`config.mk`:
```
export PLATFORM = sky130hd
export DESIGN_NAME = grant_dispatcher
export DESIGN_NICKNAME = d
export VERILOG_FILES = /design/src/rtl/grant_dispatch_pkg.sv /design/src/rtl/onehot_to_idx.sv /design/src/rtl/grant_dispatcher.sv
export SDC_FILE = /design/constraint.sdc
export NUM_CORES = 1
export LEC_CHECK = 0
export ABC_AREA = 1
export BUFFER_PORTS_ARGS = -buffer_cell sky130_fd_sc_hd__buf_2
export CAP_MARGIN = 10
export CORE_UTILIZATION = 47
export DETAILED_ROUTE_END_ITERATION = 8
export PLACE_DENSITY = 0.86
export SLEW_MARGIN = 10
export SYNTH_ARGS = -nofsm -noshare
export SYNTH_HDL_FRONTEND = slang
export SYNTH_SLANG_ARGS = --single-unit
```
`constraint.sdc`:
```
create_clock -name clk -period 3.53 [get_ports clk]
set_clock_uncertainty 0.05 [all_clocks]
set_input_delay 0.353 -clock clk [delete_from_list [all_inputs] [get_ports clk]]
set_output_delay 0.353 -clock clk [all_outputs]
set_load 0.03 [all_outputs]
```
`src/rtl/grant_dispatch_pkg.sv`:
```
// grant_dispatch_pkg: shared types and helpers for the grant dispatcher.
// Optional statistics counters are enabled with GRANT_DISPATCH_STATS_EN.
package grant_dispatch_pkg;

    typedef enum logic [1:0] {
        IDLE  = 2'd0,
        XFER  = 2'd1,
        DRAIN = 2'd2
    } state_e;

    // Width of the per-port statistics counters
    localparam int STAT_W = 16;

    // Port index width; never narrower than one bit
    function automatic int PORT_IDX_W(input int n);
        return (n > 1) ? $clog2(n) : 1;
    endfunction

endpackage

```
`src/rtl/onehot_to_idx.sv`:
```
// onehot_to_idx: combinational one-hot to binary encoder with a one-hot flag.
// For a multi-hot input the index is the OR of the set positions and is
// meaningless; callers qualify it with o_onehot.
module onehot_to_idx #(
    parameter int N     = 4,
    parameter int IDX_W = 2
) (
    input  logic [N-1:0]     i_vec,
    output logic [IDX_W-1:0] o_idx,
    output logic             o_onehot
);

    // OR together the indices of all set bits
    always_comb begin
        o_idx = '0;
        for (int i = 0; i < N; i++) begin
            if (i_vec[i]) o_idx = o_idx | IDX_W'(i);
        end
    end

    // Exactly one bit set: non-zero and clearing the lowest set bit leaves zero
    assign o_onehot = (i_vec != '0) && ((i_vec & (i_vec - N'(1))) == '0);

endmodule

```
`src/rtl/grant_dispatcher.sv`:
```
// grant_dispatcher: locks onto the arbiter's one-hot grant and moves one burst
// of valid/ready beats from the winning port to a registered output channel.
// Define GRANT_DISPATCH_STATS_EN to add per-port burst / forced-end counters.
module grant_dispatcher
    import grant_dispatch_pkg::*;
#(
    parameter int N_PORTS   = 4,
    parameter int DATA_W    = 32,
    parameter int MAX_BEATS = 8
) (
    input  logic                            clk,
    input  logic                            rst_n,
    input  logic [N_PORTS-1:0]              grant,
    input  logic [N_PORTS-1:0]              in_valid,
    input  logic [N_PORTS*DATA_W-1:0]       in_data,
    input  logic [N_PORTS-1:0]              in_last,
    output logic [N_PORTS-1:0]              in_ready,
    output logic                            out_valid,
    output logic [DATA_W-1:0]               out_data,
    output logic                            out_last,
    output logic [PORT_IDX_W(N_PORTS)-1:0]  out_port,
    input  logic                            out_ready,
    output logic                            busy,
    output logic                            burst_done,
`ifdef GRANT_DISPATCH_STATS_EN
    output logic [N_PORTS*STAT_W-1:0]       stat_bursts,
    output logic [N_PORTS*STAT_W-1:0]       stat_forced,
`endif
    output logic                            grant_err
);

    localparam int         IDX_W    = PORT_IDX_W(N_PORTS);
    localparam logic [7:0] LAST_CNT = 8'(MAX_BEATS - 1);

    state_e              r_state, w_next_state;
    logic [IDX_W-1:0]    r_sel;
    logic [7:0]          r_beat_cnt;
    logic                r_out_valid;
    logic [DATA_W-1:0]   r_out_data;
    logic                r_out_last;
    logic [IDX_W-1:0]    r_out_port;
    logic                r_grant_err;

    logic [IDX_W-1:0]    w_gnt_idx;
    logic                w_gnt_onehot;
    logic [DATA_W-1:0]   w_sel_data;
    logic                w_sel_valid;
    logic                w_sel_last;
    logic                w_beat_last;
    logic                w_accept;
    logic                w_burst_done;
    logic [N_PORTS-1:0]  w_in_ready;

    onehot_to_idx #(
        .N     (N_PORTS),
        .IDX_W (IDX_W)
    ) u_gnt_enc (
        .i_vec    (grant),
        .o_idx    (w_gnt_idx),
        .o_onehot (w_gnt_onehot)
    );

    // Select the locked port's valid/data/last
    always_comb begin
        w_sel_data  = '0;
        w_sel_valid = 1'b0;
        w_sel_last  = 1'b0;
        for (int i = 0; i < N_PORTS; i++) begin
            if (r_sel == IDX_W'(i)) begin
                w_sel_data  = in_data[i*DATA_W +: DATA_W];
                w_sel_valid = in_valid[i];
                w_sel_last  = in_last[i];
            end
        end
    end

    // A beat closes the burst on its own last flag or on reaching MAX_BEATS
    assign w_beat_last = w_sel_last || (r_beat_cnt == LAST_CNT);

    // Next-state and handshake decode
    always_comb begin
        w_next_state = r_state;
        w_in_ready   = '0;
        w_accept     = 1'b0;
        w_burst_done = 1'b0;
        case (r_state)
            IDLE: begin
                if (w_gnt_onehot) w_next_state = XFER;
            end
            XFER: begin
                w_in_ready[r_sel] = !r_out_valid || out_ready;
                w_accept          = w_sel_valid && w_in_ready[r_sel];
                if (w_accept && w_beat_last) w_next_state = DRAIN;
            end
            DRAIN: begin
                if (r_out_valid && out_ready) begin
                    w_burst_done = 1'b1;
                    w_next_state = IDLE;
                end
            end
            default: w_next_state = IDLE;
        endcase
    end

    // State register
    always_ff @(posedge clk) begin
        if (!rst_n) r_state <= IDLE;
        else        r_state <= w_next_state;
    end

    // Port lock, beat counter, output register and grant error pulse
    always_ff @(posedge clk) begin
        if (!rst_n) begin
            r_sel       <= '0;
            r_beat_cnt  <= '0;
            r_out_valid <= 1'b0;
            r_out_data  <= '0;
            r_out_last  <= 1'b0;
            r_out_port  <= '0;
            r_grant_err <= 1'b0;
        end else begin
            r_grant_err <= (r_state == IDLE) && (grant != '0) && !w_gnt_onehot;
            if (r_state == IDLE && w_gnt_onehot) begin
                r_sel      <= w_gnt_idx;
                r_beat_cnt <= '0;
            end
            if (w_accept) begin
                r_out_valid <= 1'b1;
                r_out_data  <= w_sel_data;
                r_out_last  <= w_beat_last;
                r_out_port  <= r_sel;
                r_beat_cnt  <= r_beat_cnt + 8'd1;
            end else if (r_out_valid && out_ready) begin
                r_out_valid <= 1'b0;
            end
        end
    end

    assign in_ready   = w_in_ready;
    assign out_valid  = r_out_valid;
    assign out_data   = r_out_data;
    assign out_last   = r_out_last;
    assign out_port   = r_out_port;
    assign busy       = (r_state != IDLE);
    assign burst_done = w_burst_done;
    assign grant_err  = r_grant_err;

`ifdef GRANT_DISPATCH_STATS_EN
    logic                            r_forced;
    logic [N_PORTS-1:0][STAT_W-1:0]  r_stat_bursts;
    logic [N_PORTS-1:0][STAT_W-1:0]  r_stat_forced;

    // Saturating per-port counters, bumped as the final beat leaves the output
    always_ff @(posedge clk) begin
        if (!rst_n) begin
            r_forced      <= 1'b0;
            r_stat_bursts <= '0;
            r_stat_forced <= '0;
        end else begin
            if (w_accept && w_beat_last) r_forced <= !w_sel_last;
            if (w_burst_done) begin
                if (r_stat_bursts[r_out_port] != '1)
                    r_stat_bursts[r_out_port] <= r_stat_bursts[r_out_port] + STAT_W'(1);
                if (r_forced && (r_stat_forced[r_out_port] != '1))
                    r_stat_forced[r_out_port] <= r_stat_forced[r_out_port] + STAT_W'(1);
            end
        end
    end

    assign stat_bursts = r_stat_bursts;
    assign stat_forced = r_stat_forced;
`endif

endmodule

```
==> impl_metrics.csv <==
group,metric,value,unit
run_status,status,"complete, no violations",
detailed_routing,wl_per_cell,12.05,um
clocking,cts_resized,0,
pwr,power_frac_comb,39.1,%
critical_path,cp.required,3.66,ns
synth,synth_area,3122,um2
clocking,clkLatencyLatePin,0.30,ns
clocking,clk_path_buf_depth,2,
clocking,clock_sinks,49,
global_routing,grt_max_degree,47,
synth,synth.distinct_cells,27,
global_routing,antenna_found_initial,0,
global_routing,track_usage,28.33,%
global_routing,grt.overflow.total,0,
floorplan,die_x,83.50,um
synth,ys_ff_latch,49,
detailed_routing,routed_wirelength,9522,um
floorplan,rows,29,
pwr,clockPowerShare,21.8,%
pwr,p_sw,0.6432,mW
layout,instances_no_fill,790,
placed_design,dpl.hpwl,7142,um
timing,finalSetupViolations,0,
timing,worst_pin_slew,1.017,ns
detailed_routing,drt_first_pass_iters,5,
clocking,cts_hold_buf,0,
timing,post-route-min-period,2.525,ns
layout,nNetsFinal,856,
synth,postSynthAreaPerCell,5.749,um2
detailed_routing,drc,0,
placed_design,gp_congestion,0.9087,
synth,synth.net_count,687,
clocking,numCtsBuffers,5,
layout,layout-drive-gt1-share,29.59,%
floorplan,die_h,83.50,um
global_routing,first_global_vias,3874,
timing,fin_crit_sh,71.53,%
clocking,cts_root_buf,"clkbuf_8",
timing,whs,0.2888,ns
layout,diodes,0,
clocking,postCtsSetupRepairBufs,0,
layout,area_growth,32.18,%
critical_path,worstPathMaxFanout,46,
worst_hold_path,hp-class,"in -> reg",
clocking,cts.clk_slew.worst_paths,0.09,ns
clocking,cts_tree,"built",
timing,fmax,396.0,MHz
pwr,swShare,38.84,%
pwr,peakVddDrop,0.3115,mV
synth,ys_warn_count,0,
pwr,cellLeakagePower,2.271,nW
critical_path,worstPathArrival,2.65,ns
critical_path,crit_type,"reg -> reg",
run,max_cap_violations,0,
detailed_routing,vias,3949,
pwr,seqPwrFrac,39.1,%
synth,synthCells,543,
detailed_routing,ant_nets,0,
timing,finalHoldViolCount,0,
timing,tns,0,ns
floorplan,io_pins,186,
detailed_routing,viasPerCell,4.999,
synth,synth_seq_area_share,31.42,%
clocking,htree_levels,2,
critical_path,critPathCaptureType,"register",
floorplan,coreArea,6386,um2
floorplan,dieArea,6972,um2
placed_design,dpl.cell_count,782,
critical_path,worst_setup_path_start_kind,"register",
placed_design,port_buffers,185,
timing,finalMaxSlewViolations,0,
timing,slew_headroom,32.15,%
pwr,power.internal,1.013,mW
global_routing,grt_pass1_wl,16370,um
pwr,p_per_area,401.3,nW/um2
detailed_routing,drt_iter0_drc,310,
timing,rsz0062_at_grt,"no",
floorplan,start_util,48.88,%
[critical path, stage by stage, from the launching register on]
cell and delay [ns]:
dfxtp_1 0.63, nor2_8 0.20, nand2_1 0.12, nand3_2 0.09, nand2_4 0.12, nand3_4 0.43, inv_4 0.50, nand2_1 0.10
nand2_1 0.08, nor2_1 0.04
[final cells by class]
cell class	count	area, um2
Sequential cell	49	980.9
Fill cell	634	2260
Tap cell	77	96.34
Clock inverter	1	5.005
Clock buffer	7	96.34
Inverter	56	212.7
Timing Repair Buffer	189	955.9
Multi-Input combinational cell	411	1779
[power groups by stage]
| stage | Clock, mW | Sequential [mW] | Combinational (mW) |
|---|---|---|---|
| after detailed placement | 0 | 0.658 | 0.646 |
| after CTS | 0.365 | 0.647 | 0.647 |
| final | 0.361 | 0.647 | 0.648 |
| after global routing | 0.383 | 0.654 | 0.731 |
| after floorplan | 0 | 0.742 | 0.366 |
| after global placement | 0 | 0.657 | 0.630 |
[synthesized netlist by cell type]
cell type    n  area share [%]
a21oi_2      2            0.56
clkbuf_1    10             1.2
nand3_4      1            0.56
clkinv_1     1            0.12
nand2_2      1            0.20
a21oi_1     44             7.1
nand2_4      2            0.72
nor2_4       1            0.36
nor2_8       1            0.64
dfxtp_1     49              31
nand3b_1     1            0.24
nand3_2      1            0.32
o21ai_0      5            0.80
inv_1       53             6.4
buf_4        4            0.96
buf_6        3             1.1
nor3_1       3            0.48
nor2_2       3            0.60
buf_1        2            0.24
buf_2        8             1.3
nand4_1      9             1.8
inv_4        1            0.20
nand3_1     46             7.4
inv_2        1            0.12
ha_1         1            0.40
nand2_1    232              28
nor2_1      58             7.0
[sequential cells by signal, summed over array words and instances, names as in the netlist]
signal / cells
out_data: 32
r_state: 2
out_last: 1
r_beat_cnt: 8
grant_err: 1
out_valid: 1
out_port: 2
r_sel: 2
[placed cells by master (no fill, tap or decap), types with 2 or more instances in the layout]
cell type and instances:
a21oi_1 44, a21oi_2 2, buf_2 185, buf_4 4, clkbuf_8 7, dfxtp_1 49, inv_1 53, nand2_1 232
nand2_4 2, nand3_1 46, nand4_1 9, nor2_1 58, nor2_2 3, nor3_1 3, o21ai_0 5
[path summary, 6_finish.rpt]
kind / start / slack (ns) / cells past startpoint / end
max: r_sel[0] / 1.00 / 9 / out_data[17]
min: grant[3] / 0.29 / 3 / r_sel[0]
max reg2reg: r_sel[0] / 1.00 / 9 / out_data[17]
min reg2reg: out_port[0] / 0.43 / 2 / out_port[0]
[per-stage QoR]
| step | setup WS [ns] | util [%] | total power [mW] | area [um2] |
|---|---|---|---|---|
| floorplan | 1.651 | - | 1.107 | 3122 |
| detailed placement | 1.023 | 63.03 | 1.304 | 4025 |
| finish | 1.005 | 64.62 | 1.656 | 4126 |
| global placement | 1.139 | 63.03 | 1.287 | 4025 |
| CTS | 1.011 | 64.62 | 1.659 | 4126 |
| global route | 0.7150 | 64.62 | 1.767 | 4126 |
[routing by layer]
| metal | track usage, % | up-vias | share of wire (%) |
|---|---|---|---|
| met1 | 31.47 | 1720 | 39 |
| li1 | - | 2014 | - |
| met5 | 0 | - | 0 |
| met4 | 10.63 | 0 | 2.6 |
| met3 | 6.528 | 27 | 8.2 |
| met2 | 52.31 | 188 | 50 |
[kinds of logic (layout without fill, tap and decap cells)]
family	count (synthesis)	in the layout	share of synthesized area, %
AO/OA/AOI/OAI	51	51	8.417
adder cells (fa/ha/maj)	1	1	0.4007
buffers and inverters	83	253	11.58
flip-flops	49	49	31.42
AND/OR/NAND/NOR	359	359	48.18
No activity file was read; power rests on OpenSTA's default activity.
